File: src/rtl/dma_request_qualifier.sv
// dma_request_qualifier: DREQ synchroniser, polarity, mask and software request
// qualification feeding the channel arbiter; owns the mask/request registers.
//
// Ports:
//   clock, reset        rising-edge clock, synchronous active-low reset
//   dreq_raw[3:0]       asynchronous DREQ pins, bit i = channel i
//   dreq_sense_low      1 = DREQ pins are active-low
//   ctrl_disable        1 = suppress every qualified request
//   wr_en/wr_sel/wr_data  register write port
//                       (00 single mask, 01 all mask, 10 request, 11 clear mask)
//   master_clear        mask all channels, drop all software requests
//   tc_valid/tc_channel terminal-count event from the transfer engine
//   autoinit[3:0]       per-channel autoinitialize mode
//   valid_dreq[3:0]     registered qualified requests
//   mask_q[3:0]         mask register (1 = masked)
//   request_q[3:0]      software request register
//   status_req[3:0]     registered polarity-corrected DREQ, unmasked
//
// Build option: define DMA_SW_REQUEST_EN to include the software request
// register. Without it request_q is constant 0, request writes are ignored
// and terminal count only touches the mask.

module dma_request_qualifier #(
    parameter int SYNC_STAGES = 2
) (
    input  logic       clock,
    input  logic       reset,
    input  logic [3:0] dreq_raw,
    input  logic       dreq_sense_low,
    input  logic       ctrl_disable,
    input  logic       wr_en,
    input  logic [1:0] wr_sel,
    input  logic [3:0] wr_data,
    input  logic       master_clear,
    input  logic       tc_valid,
    input  logic [1:0] tc_channel,
    input  logic [3:0] autoinit,
    output logic [3:0] valid_dreq,
    output logic [3:0] mask_q,
    output logic [3:0] request_q,
    output logic [3:0] status_req
);

    localparam logic [1:0] SEL_MASK_ONE = 2'b00;
    localparam logic [1:0] SEL_MASK_ALL = 2'b01;
    localparam logic [1:0] SEL_REQUEST  = 2'b10;
    localparam logic [1:0] SEL_MASK_CLR = 2'b11;

    // Synchroniser chain: row 0 samples the pins, the last row is sync_out.
    logic [SYNC_STAGES-1:0][3:0] sync_q;
    logic [SYNC_STAGES-1:0][3:0] sync_d;

    logic [3:0] act;
    logic [3:0] mask_d;
    logic [3:0] req_d;
    logic [3:0] req_cur;
    logic [3:0] valid_dreq_q;
    logic [3:0] valid_dreq_d;
    logic [3:0] status_req_q;
    logic [3:0] status_req_d;
    logic [3:0] mask_r_q;

    always_comb begin
        sync_d = {sync_q[SYNC_STAGES-2:0], dreq_raw};
    end

    assign act = sync_q[SYNC_STAGES-1] ^ {4{dreq_sense_low}};

    // Register update. Later assignments override earlier ones, so the
    // ordering below encodes precedence: write < TC < master clear.
    // Bits a higher-priority event does not touch keep the write result.
    always_comb begin
        mask_d = mask_r_q;
        req_d  = req_cur;

        if (wr_en) begin
            unique case (wr_sel)
                SEL_MASK_ONE: mask_d[wr_data[1:0]] = wr_data[2];
                SEL_MASK_ALL: mask_d = wr_data;
`ifdef DMA_SW_REQUEST_EN
                SEL_REQUEST:  req_d[wr_data[1:0]] = wr_data[2];
`else
                SEL_REQUEST:  req_d = req_cur;
`endif
                SEL_MASK_CLR: mask_d = 4'b0000;
                default:      mask_d = mask_r_q;
            endcase
        end

        if (tc_valid) begin
            req_d[tc_channel] = 1'b0;
            if (!autoinit[tc_channel]) begin
                mask_d[tc_channel] = 1'b1;
            end
        end

        if (master_clear) begin
            mask_d = 4'b1111;
            req_d  = 4'b0000;
        end
    end

    // Qualification uses the registered mask/request, so a register change
    // at one edge reaches valid_dreq at the following edge.
    always_comb begin
        valid_dreq_d = {4{!ctrl_disable}} & ((act & ~mask_r_q) | req_cur);
        status_req_d = act;
    end

    always_ff @(posedge clock) begin
        if (!reset) begin
            sync_q       <= '0;
            mask_r_q     <= 4'b1111;
            valid_dreq_q <= 4'b0000;
            status_req_q <= 4'b0000;
        end else begin
            sync_q       <= sync_d;
            mask_r_q     <= mask_d;
            valid_dreq_q <= valid_dreq_d;
            status_req_q <= status_req_d;
        end
    end

`ifdef DMA_SW_REQUEST_EN
    logic [3:0] req_r_q;

    always_ff @(posedge clock) begin
        if (!reset) begin
            req_r_q <= 4'b0000;
        end else begin
            req_r_q <= req_d;
        end
    end

    assign req_cur = req_r_q;
`else
    // No software request register: the next-state value is discarded and
    // the qualification term is tied off.
    logic unused_req;
    assign unused_req = ^req_d;
    assign req_cur    = 4'b0000;
`endif

    assign valid_dreq = valid_dreq_q;
    assign mask_q     = mask_r_q;
    assign request_q  = req_cur;
    assign status_req = status_req_q;

endmodule

File: config.mk
export PLATFORM = sky130hd
export DESIGN_NAME = dma_request_qualifier
export DESIGN_NICKNAME = d
export VERILOG_FILES = /design/src/rtl/dma_request_qualifier.sv
export SDC_FILE = /design/constraint.sdc
export NUM_CORES = 1
export LEC_CHECK = 0
export ABC_AREA = 1
export BUFFER_PORTS_ARGS = -buffer_cell sky130_fd_sc_hd__buf_2
export CAP_MARGIN = 20
export CORE_MARGIN = 2
export CORE_UTILIZATION = 49
export DETAILED_ROUTE_END_ITERATION = 8
export PLACE_DENSITY = 0.94
export SYNTH_ARGS = -nofsm -noshare
export SYNTH_HDL_FRONTEND = slang
export SYNTH_SLANG_ARGS = --single-unit
File: constraint.sdc
create_clock -name clock -period 1.52 [get_ports clock]
set_clock_uncertainty 0.15 [all_clocks]
set_input_delay 0.076 -clock clock [delete_from_list [all_inputs] [get_ports clock]]
set_output_delay 0.076 -clock clock [all_outputs]
set_load 0.05 [all_outputs]
==> flow_summary.yaml, run 1 <==
timing:
  slew_violations: 0
  fmax_mhz: 704.6
  hold_viol: 0
  setup_violations: 0
  period_needed_ns: 1.419
  rsz0062_at_grt: "no"
  fin_crit_sh_pct: 93.36
  setup-tns-final_ns: 0
worst_setup_path:
  cp_cell_sequence: "dlygate4sd3_1, buf_2, nand2_1, dlygate4sd3_1, inv_1"
  critPathSlowestCell: "dlygate4sd3_1"
  reg2reg_depth: 6
  cpMostUsedCell: "dlygate4sd3_1"
  r2r_slack_ns: 0.51
  crit_path_start_kind: "primary input"
  path_max_fanout: 13
  arrival_ns: 1.52
  required_ns: 1.62
  timing.rr.start: "mask_q[3]$_SDFF_PP1_"
  reg2reg_to: "mask_q[3]$_SDFF_PP1_"
  crit_path_end_kind: "flip-flop"
  cpPeakStageDelay_ns: 0.56
  crit_type: "in2reg"
die:
  die_area_um2: 2239
  rows: 15
  coreArea_um2: 1745
  die_h_um: 47.32
  die-width_um: 47.32
  ioPinCount: 39
  initial_core_util_pct: 52.69
pwr:
  p_per_area_nw_per_um2: 848.5
  vdd_ir_drop_max_uv: 422.2
  power.leakage_nw: 0.7180
logic_synthesis:
  synth_top_cells_by_count: "nand2_1 (32), inv_1 (22), dfxtp_1 (20)"
  synth_top_area_cell: "dfxtp_1"
  async_flop_share_pct: 0
  synth_edf_count: 0
  syn_area_per_cell_um2: 7.074
  synth_seq_cells: 20
  synth_flop_cell: "dfxtp_1"
  synth_warnings: 0
  netlist_area_um2: 919.6
  synth_cells: 130
  synth_cell_types: 17
  ys_seq_area_share_pct: 43.54
  synth_top_area_share_pct: 43.54
  synth.most_common_cell: "nand2_1"
  yosys-top-cells-area: "dfxtp_1 (44%), nand2_1 (13%), nand3_1 (10%), inv_1 (9.0%), buf_4 (4.9%)"
global_route:
  grt_pass1_vias: 817
  track_usage_pct: 19.56
  grt_antenna_before_repair: 0
  grt_pass1_wl_um: 3091
  gr-total-overflow: 0
  grt_max_degree: 14
clock_network:
  path_clk_slew_ns: 0.10
  post_cts_resized: 0
  htree_levels: 1
  cts_buffers: 3
  cts_setup_buffers: 0
  ctsHoldBuffers: 17
  clk_root_buffer_cell: "clkbuf_4"
  cts_tree: "yes"
  cts.sinks: 20
  cts_buffer_depth: 2
  clk_latency_ns: 0.29
placed_design:
  gp_congestion: 0.7179
  port_buffers: 34
  dp.cells: 186
  dpl.hpwl_um: 1469
route:
  via_count: 995
  drcViolationCount: 0
  routedWlPerCell_um: 10.12
  drt_iter0_drc: 29
  wl_um: 2095
  vias_per_cell: 4.807
  firstDrtPassIters: 5
  drtAntennaViolNets: 0
final_layout:
  nets: 206
  drive_gt1_share_pct: 26.37
  area_growth_pct: 40.68
  antenna_cells: 0
  fin_cells: 207
run_status:
  status: "completed"
hold_path:
  min_from: "master_clear"
  hold-path-endpoint: "mask_q[0]$_SDFF_PP1_"
  hold_class: "in2reg"
  hold_depth: 5
run:
  cap_violations: 0
-- critical path, delay by kind of cell --
kind / cells / cell delay [ns]
buffers and inverters: 4 / 1.35
AND/OR/NAND/NOR: 1 / 0.08
-- metal layers --
metal / vias up / routed length (um) / track usage [%]
met5: - / 0 / 0
met3: 9 / 148 / 1.154
met1: 429 / 837 / 22.40
met4: 0 / 68 / 12.78
li1: 501 / - / -
met2: 56 / 1041 / 34.59
-- cells in the final DEF, fill, tap and decap left out, types with 2 or more instances in the layout --
cell | synthesis | routed
inv_1 | 22 | 22
nor3_2 | 2 | 2
a21oi_1 | 5 | 5
conb_1 | 1 | 4
inv_2 | 4 | 4
nand2_2 | 2 | 2
nor3_1 | 7 | 7
nand2_1 | 32 | 32
dfxtp_1 | 20 | 20
dlygate4sd3_1 | 0 | 17
clkbuf_4 | 0 | 3
nand3_1 | 19 | 19
buf_2 | 0 | 34
o21ai_1 | 2 | 2
or2_1 | 4 | 4
-- state kept, by name (all words and copies together) (netlist names) --
name	cells
sync_d	4
valid_dreq	4
status_req	4
sync_q	4
mask_q	4
-- final cells by class --
cell class | instances | area (um2)
clock buffers | 4 | 36.28
fillers | 129 | 451.7
inverters | 26 | 97.59
multi-input cells | 81 | 387.9
flip-flops and latches | 20 | 400.4
well taps | 25 | 31.28
repair buffers | 51 | 340.3
-- where the power goes --
group	switching [W]	internal, W	leakage (nW)
clock	0.000150	0.000146	0.0210
combinational	0.000155	0.0000900	0.532
sequential	0.0000103	0.000547	0.165
-- worst max-delay path by stage --
stage | start | to | slack (ns) | cells after the start
floorplan | mask_q[0]$_SDFF_PP1_ | mask_q[0]$_SDFF_PP1_ | 0.28 | 5
global placement | mask_q[0]$_SDFF_PP1_ | mask_q[0]$_SDFF_PP1_ | 0.58 | 5
detailed placement | reset | mask_q[3]$_SDFF_PP1_ | 0.55 | 4
CTS | reset | sync_d[5]$_SDFF_PN0_ | 0.12 | 5
global route | reset | sync_d[5]$_SDFF_PN0_ | 0.06 | 5
finish | reset | sync_d[5]$_SDFF_PN0_ | 0.10 | 5
-- kinds of logic (layout without fill, tap and decap cells) --
| kind of cell | count (synthesis) | after routing | synth area share [%] |
|---|---|---|---|
| compound gates | 9 | 9 | 5.578 |
| buf+inv | 32 | 81 | 15.51 |
| flops | 20 | 20 | 43.54 |
| other cells | 1 | 4 | 0.4078 |
| simple gates | 68 | 68 | 34.97 |
-- per-stage QoR --
stage               cell area [um2]  hold slack [ns]  power [W]  utilization, %  setup slack (ns)
CTS                            1294         0.009997   0.001098           74.12            0.1166
global route                   1294          0.03339   0.001152           74.12           0.06237
floorplan                     930.9        -0.004278  0.0007220               -            0.2829
finish                         1294         0.009122   0.001098           74.12            0.1009
detailed placement             1087           0.1143  0.0007767           62.29            0.5482
global placement               1087           0.1069  0.0007686           62.29            0.5811
(Power assumes the default switching activity.)
==> run 2, diff against run 1 <==
Settings changed: CORE_MARGIN 2 to 3.
==> run 2 against run 1 <==
Effect of this change:
- sequential power barely moved
- global-route usage rose by 0.28 points
- design area grew 1.3%
- final cell count is the same
- critical path type unchanged
- core utilization increased by 0.93 points
==> flow_summary.yaml, run 2 (synthesis results as in run 1) <==
worst_setup_path:
  arrival_ns: 1.52
  crit_path_end_kind: "flip-flop"
  worst-path-buf-inv: 4
  critPathSlowestCell: "dlygate4sd3_1"
  crit_path_start_kind: "primary input"
  required_ns: 1.63
  path_max_fanout: 13
  cpMostUsedCell: "dlygate4sd3_1"
  crit_family: "buffers and inverters"
  cpPeakStageDelay_ns: 0.56
  cp_cell_sequence: "dlygate4sd3_1, buf_2, nand2_1, dlygate4sd3_1, inv_1"
  crit_type: "in2reg"
final_layout:
  nets: 206
  antenna_cells: 0
  postLayoutCoreUtil_pct: 75.05
  drive_gt1_share_pct: 26.37
  layout_commonest_cell: "buf_2"
  fillers: 136
  final_cell_mix: "buf_2 (34), nand2_1 (32), inv_1 (22), dfxtp_1 (20), nand3_1 (19)"
  area_growth_pct: 42.45
timing:
  period_needed_ns: 1.414
  setup-tns-final_ns: 0
  rsz0062_at_grt: "no"
  slew_violations: 0
  fmax_mhz: 707.1
  hold_viol: 0
  fin_crit_sh_pct: 93.04
  setup_violations: 0
clock_network:
  clk_root_buffer_cell: "clkbuf_4"
  htree_levels: 1
  cts.sinks: 20
  cts_buffers: 3
  clk_latency_ns: 0.30
  cts_setup_buffers: 0
  cts_tree: "yes"
  path_clk_slew_ns: 0.12
  cts_buffer_depth: 2
die:
  rows: 15
  coreArea_um2: 1745
  die-width_um: 49.32
  ioPinCount: 39
  die_h_um: 49.32
  initial_core_util_pct: 52.69
  die_area_um2: 2432
route:
  routedWlPerCell_um: 11.30
  firstDrtPassIters: 4
  top_layer: "met4"
  wl_um: 2340
  drtAntennaViolNets: 0
  wl_met2_um: 1150
  drcViolationCount: 0
  wl_met1_um: 920
  drt_iter0_drc: 29
  via_count: 985
  met3_length_um: 188
  vias_per_cell: 4.758
pwr:
  p_per_area_nw_per_um2: 944.3
  swShare_pct: 27.00
  p_clk_share_pct: 34.8
  vdd_ir_drop_max_uv: 692.5
  power.leakage_nw: 0.7250
  pwr-share-seq_pct: 45.0
  internal_power_w: 0.0009031
  combPwrFrac_pct: 20.1
  p_sw_w: 0.0003340
global_route:
  grt_antenna_before_repair: 0
  grt_max_degree: 14
  grt_pass1_wl_um: 3677
  track_usage_pct: 19.85
  grt_pass1_vias: 870
  gr-total-overflow: 0
run:
  cap_violations: 0
placed_design:
  gp_congestion: 0.8202
  dpl.hpwl_um: 1509
  port_buffers: 34
hold_path:
  hold_class: "in2reg"
run_status:
  status: "completed"
run 2: cell types whose count changed in the layout (fill, tap and decap cells not counted):
cell / previous run / this run
bufinv_16: 0 / 1
clkbuf_8: 1 / 0
run 2: final cells by class:
type | count | area [um2] | share of cell area (%)
clock buffer | 3 | 22.52 | 1.719
clock inverter | 1 | 30.03 | 2.292
inverter | 26 | 97.59 | 7.450
multi-input combinational | 81 | 387.9 | 29.61
sequential | 20 | 400.4 | 30.56
tap | 25 | 31.28 | 2.388
timing repair buffer | 51 | 340.3 | 25.98
run 2: worst paths after layout:
kind | startpoint | endpoint | slack [ns] | cells past startpoint
max reg2reg | mask_q[0]$_SDFF_PP1_ | mask_q[0]$_SDFF_PP1_ | 0.46 | 5
max | reset | sync_d[4]$_SDFF_PN0_ | 0.11 | 5
min reg2reg | sync_d[7]$_SDFF_PN0_ | sync_q[7]$_SDFF_PN0_ | 0.27 | 2
min | master_clear | mask_q[1]$_SDFF_PP1_ | 0.02 | 5
run 2: power by group through the flow:
stage | registers (W) | logic, W | clock network, W
3_3_place_gp | 0.000567 | 0.000202 | 0
4_1_cts | 0.000557 | 0.000244 | 0.000428
3_5_place_dp | 0.000569 | 0.000209 | 0
2_1_floorplan | 0.000613 | 0.000109 | 0
5_1_grt | 0.000560 | 0.000271 | 0.000455
6_report | 0.000557 | 0.000249 | 0.000431
run 2: metal layers:
layer	up-vias	GRT usage, %
li1	497	-
met1	431	20.42
met2	49	36.16
met3	8	4.281
met4	0	11.85
met5	-	0
run 2: through the flow:
step                      total power, W  std cells  setup slack (ns)  instance area (um2)  hold slack (ns)
after floorplan                0.0007220        133            0.2829                930.9        -0.004278
after global placement         0.0007691        186            0.5791                 1087           0.1075
after detailed placement       0.0007773        186            0.5355                 1087           0.1159
after CTS                       0.001228        207            0.1281                 1310          0.01788
after global routing            0.001286        207           0.02385                 1310          0.04108
final                           0.001237        207            0.1058                 1310          0.02131
run 2: worst min-delay path: stages:
cell and delay [ns]:
buf_2 0.08, inv_1 0.03, nand2_1 0.12, a21oi_1 0.07, nand3_1 0.08
run 2: repair_timing:
| action | CTS | global route |
|---|---|---|
| hold endpoints to repair | 17 | 0 |
| gates resized for setup | 0 | 0 |
| hold buffers | 17 | 0 |
==> run 3, diff against run 2 <==
Settings changed: CORE_ASPECT_RATIO set to 1.2.
==> run 3 against run 2 <==
Effect of this change:
- the flow now finishes with violations (hold timing)
- sequential cell count unchanged
- setup slack got worse by 0.0023 ns
- combinational power decreased by 4%
- count of clock-buffer cells in the layout unchanged
- worst hold slack got worse by 0.055 ns
- power decreased by 0.30%
- register-to-register slack improved by 0.05 ns
- design area decreased by 3.6%
- maximum frequency decreased by 0.17%
==> flow_summary.yaml, run 3 (synthesis results as in run 1) <==
worst_setup_path:
  crit_type: "in2reg"
  arrival_ns: 1.54
  crit_path_start_kind: "primary input"
  required_ns: 1.64
  crit_path_end_kind: "flip-flop"
  r2r_slack_ns: 0.51
  critPathSlowestCell: "dlygate4sd3_1"
  path_max_fanout: 13
  cpMostUsedCell: "dlygate4sd3_1"
  cpPeakStageDelay_ns: 0.57
  cp_cell_sequence: "dlygate4sd3_1, buf_2, nand2_1, dlygate4sd3_1, inv_1"
global_route:
  track_usage_pct: 21.20
  grt_antenna_before_repair: 0
  grt_max_degree: 14
  grt_pass1_wl_um: 3657
  grt_pass1_vias: 919
  gr-total-overflow: 0
final_layout:
  antenna_cells: 0
  nets: 202
  layout_commonest_cell: "buf_2"
  drive_gt1_share_pct: 27.53
  final_cell_mix: "buf_2 (34), nand2_1 (32), inv_1 (22), nand3_1 (19), dfxtp_1 (19)"
  area_growth_pct: 37.28
clock_network:
  path_clk_slew_ns: 0.12
  cts_tree: "yes"
  cts_setup_buffers: 0
  cts.sinks: 20
  cts_buffer_depth: 2
  clk_root_buffer_cell: "clkbuf_4"
  clk_latency_ns: 0.31
  htree_levels: 1
  cts_buffers: 3
placed_design:
  dpl.hpwl_um: 1593
  port_buffers: 34
  gp_congestion: 0.7569
  pre_cts_slack_ns: 0.5243
timing:
  slew_violations: 0
  rsz0062_at_grt: "no"
  period_needed_ns: 1.417
  setup_violations: 0
  setup_ws_ns: 0.1035
  setup-tns-final_ns: 0
  hold_viol: 2
  fin_crit_sh_pct: 93.19
  timing.hold.ws_ns: -0.03342
  fmax_mhz: 706.0
route:
  drcViolationCount: 0
  firstDrtPassIters: 4
  wl_um: 2264
  drtAntennaViolNets: 0
  routedWlPerCell_um: 11.55
  vias_per_cell: 5.077
  drt_iter0_drc: 48
  via_count: 995
pwr:
  power.leakage_nw: 0.7079
  p_per_area_nw_per_um2: 976.9
  vdd_ir_drop_max_uv: 554.3
  power_w: 0.001233
die:
  ioPinCount: 39
  coreArea_um2: 1702
  rows: 16
  die_area_um2: 2435
  initial_core_util_pct: 54.04
  die-width_um: 45.55
  die_h_um: 53.46
hold_path:
  hold_class: "in2reg"
run:
  cap_violations: 0
run_status:
  status: "finished, violations left"
  violations: "hold timing"
==> run 3: cell types whose count changed in the layout (fill, tap and decap cells not counted), sizes merged <==
cell and delta:
dlygate4sd3 -4
==> run 3: path summary, 6_finish.rpt <==
check,start,endpoint,cells after the start
setup / recovery,reset,sync_d[4]$_SDFF_PN0_,5
hold reg to reg,sync_d[5]$_SDFF_PN0_,sync_q[5]$_SDFF_PN0_,2
hold / removal,wr_data[3],mask_q[3]$_SDFF_PP1_,5
setup reg to reg,mask_q[0]$_SDFF_PP1_,mask_q[0]$_SDFF_PP1_,5
==> run 3: metal layers <==
layer,GRT usage [%],up-vias,routed length (um)
met3,2.041,20,193
met1,20.65,426,761
met4,18.05,0,128
met2,38.14,61,1181
met5,0,-,0
li1,-,488,-
==> run 3: final cells by class <==
class                   instances  area [um2]
repair buffers                 47       300.3
well taps                      18       22.52
fillers                       133       439.2
clock inverters                 1       30.03
multi-input cells              81       387.9
inverters                      26       97.59
flip-flops and latches         20       401.6
clock buffers                   3       22.52
==> run 3: worst max-delay path: cells and delay by family <==
| family | cells | cell delay (ns) |
|---|---|---|
| buf+inv | 4 | 1.38 |
| simple gates | 1 | 0.09 |
==> run 3: report_power, final <==
part           internal [W]  leakage (nW)  switching (W)  total, W
registers          0.000547         0.164      0.0000102  0.000557
logic             0.0000834         0.516       0.000157  0.000240
clock network      0.000267        0.0279       0.000169  0.000436
==> run 3: repair_timing <==
action	in CTS	in global routing
endpoints found under the setup margin	0	1
endpoints found under the hold margin	18	0
hold buffers	14	0
gates resized for setup	0	1
==> run 3: stage by stage <==
step	hold WS, ns	cell area, um2	utilization (%)	cells
after floorplan	-0.004278	930.9	-	133
after global placement	0.1074	1079	63.38	179
after detailed placement	0.1100	1079	63.38	179
after CTS	0.0009402	1271	74.71	197
after global routing	0.01178	1262	74.19	196
final	-0.03342	1262	74.19	196
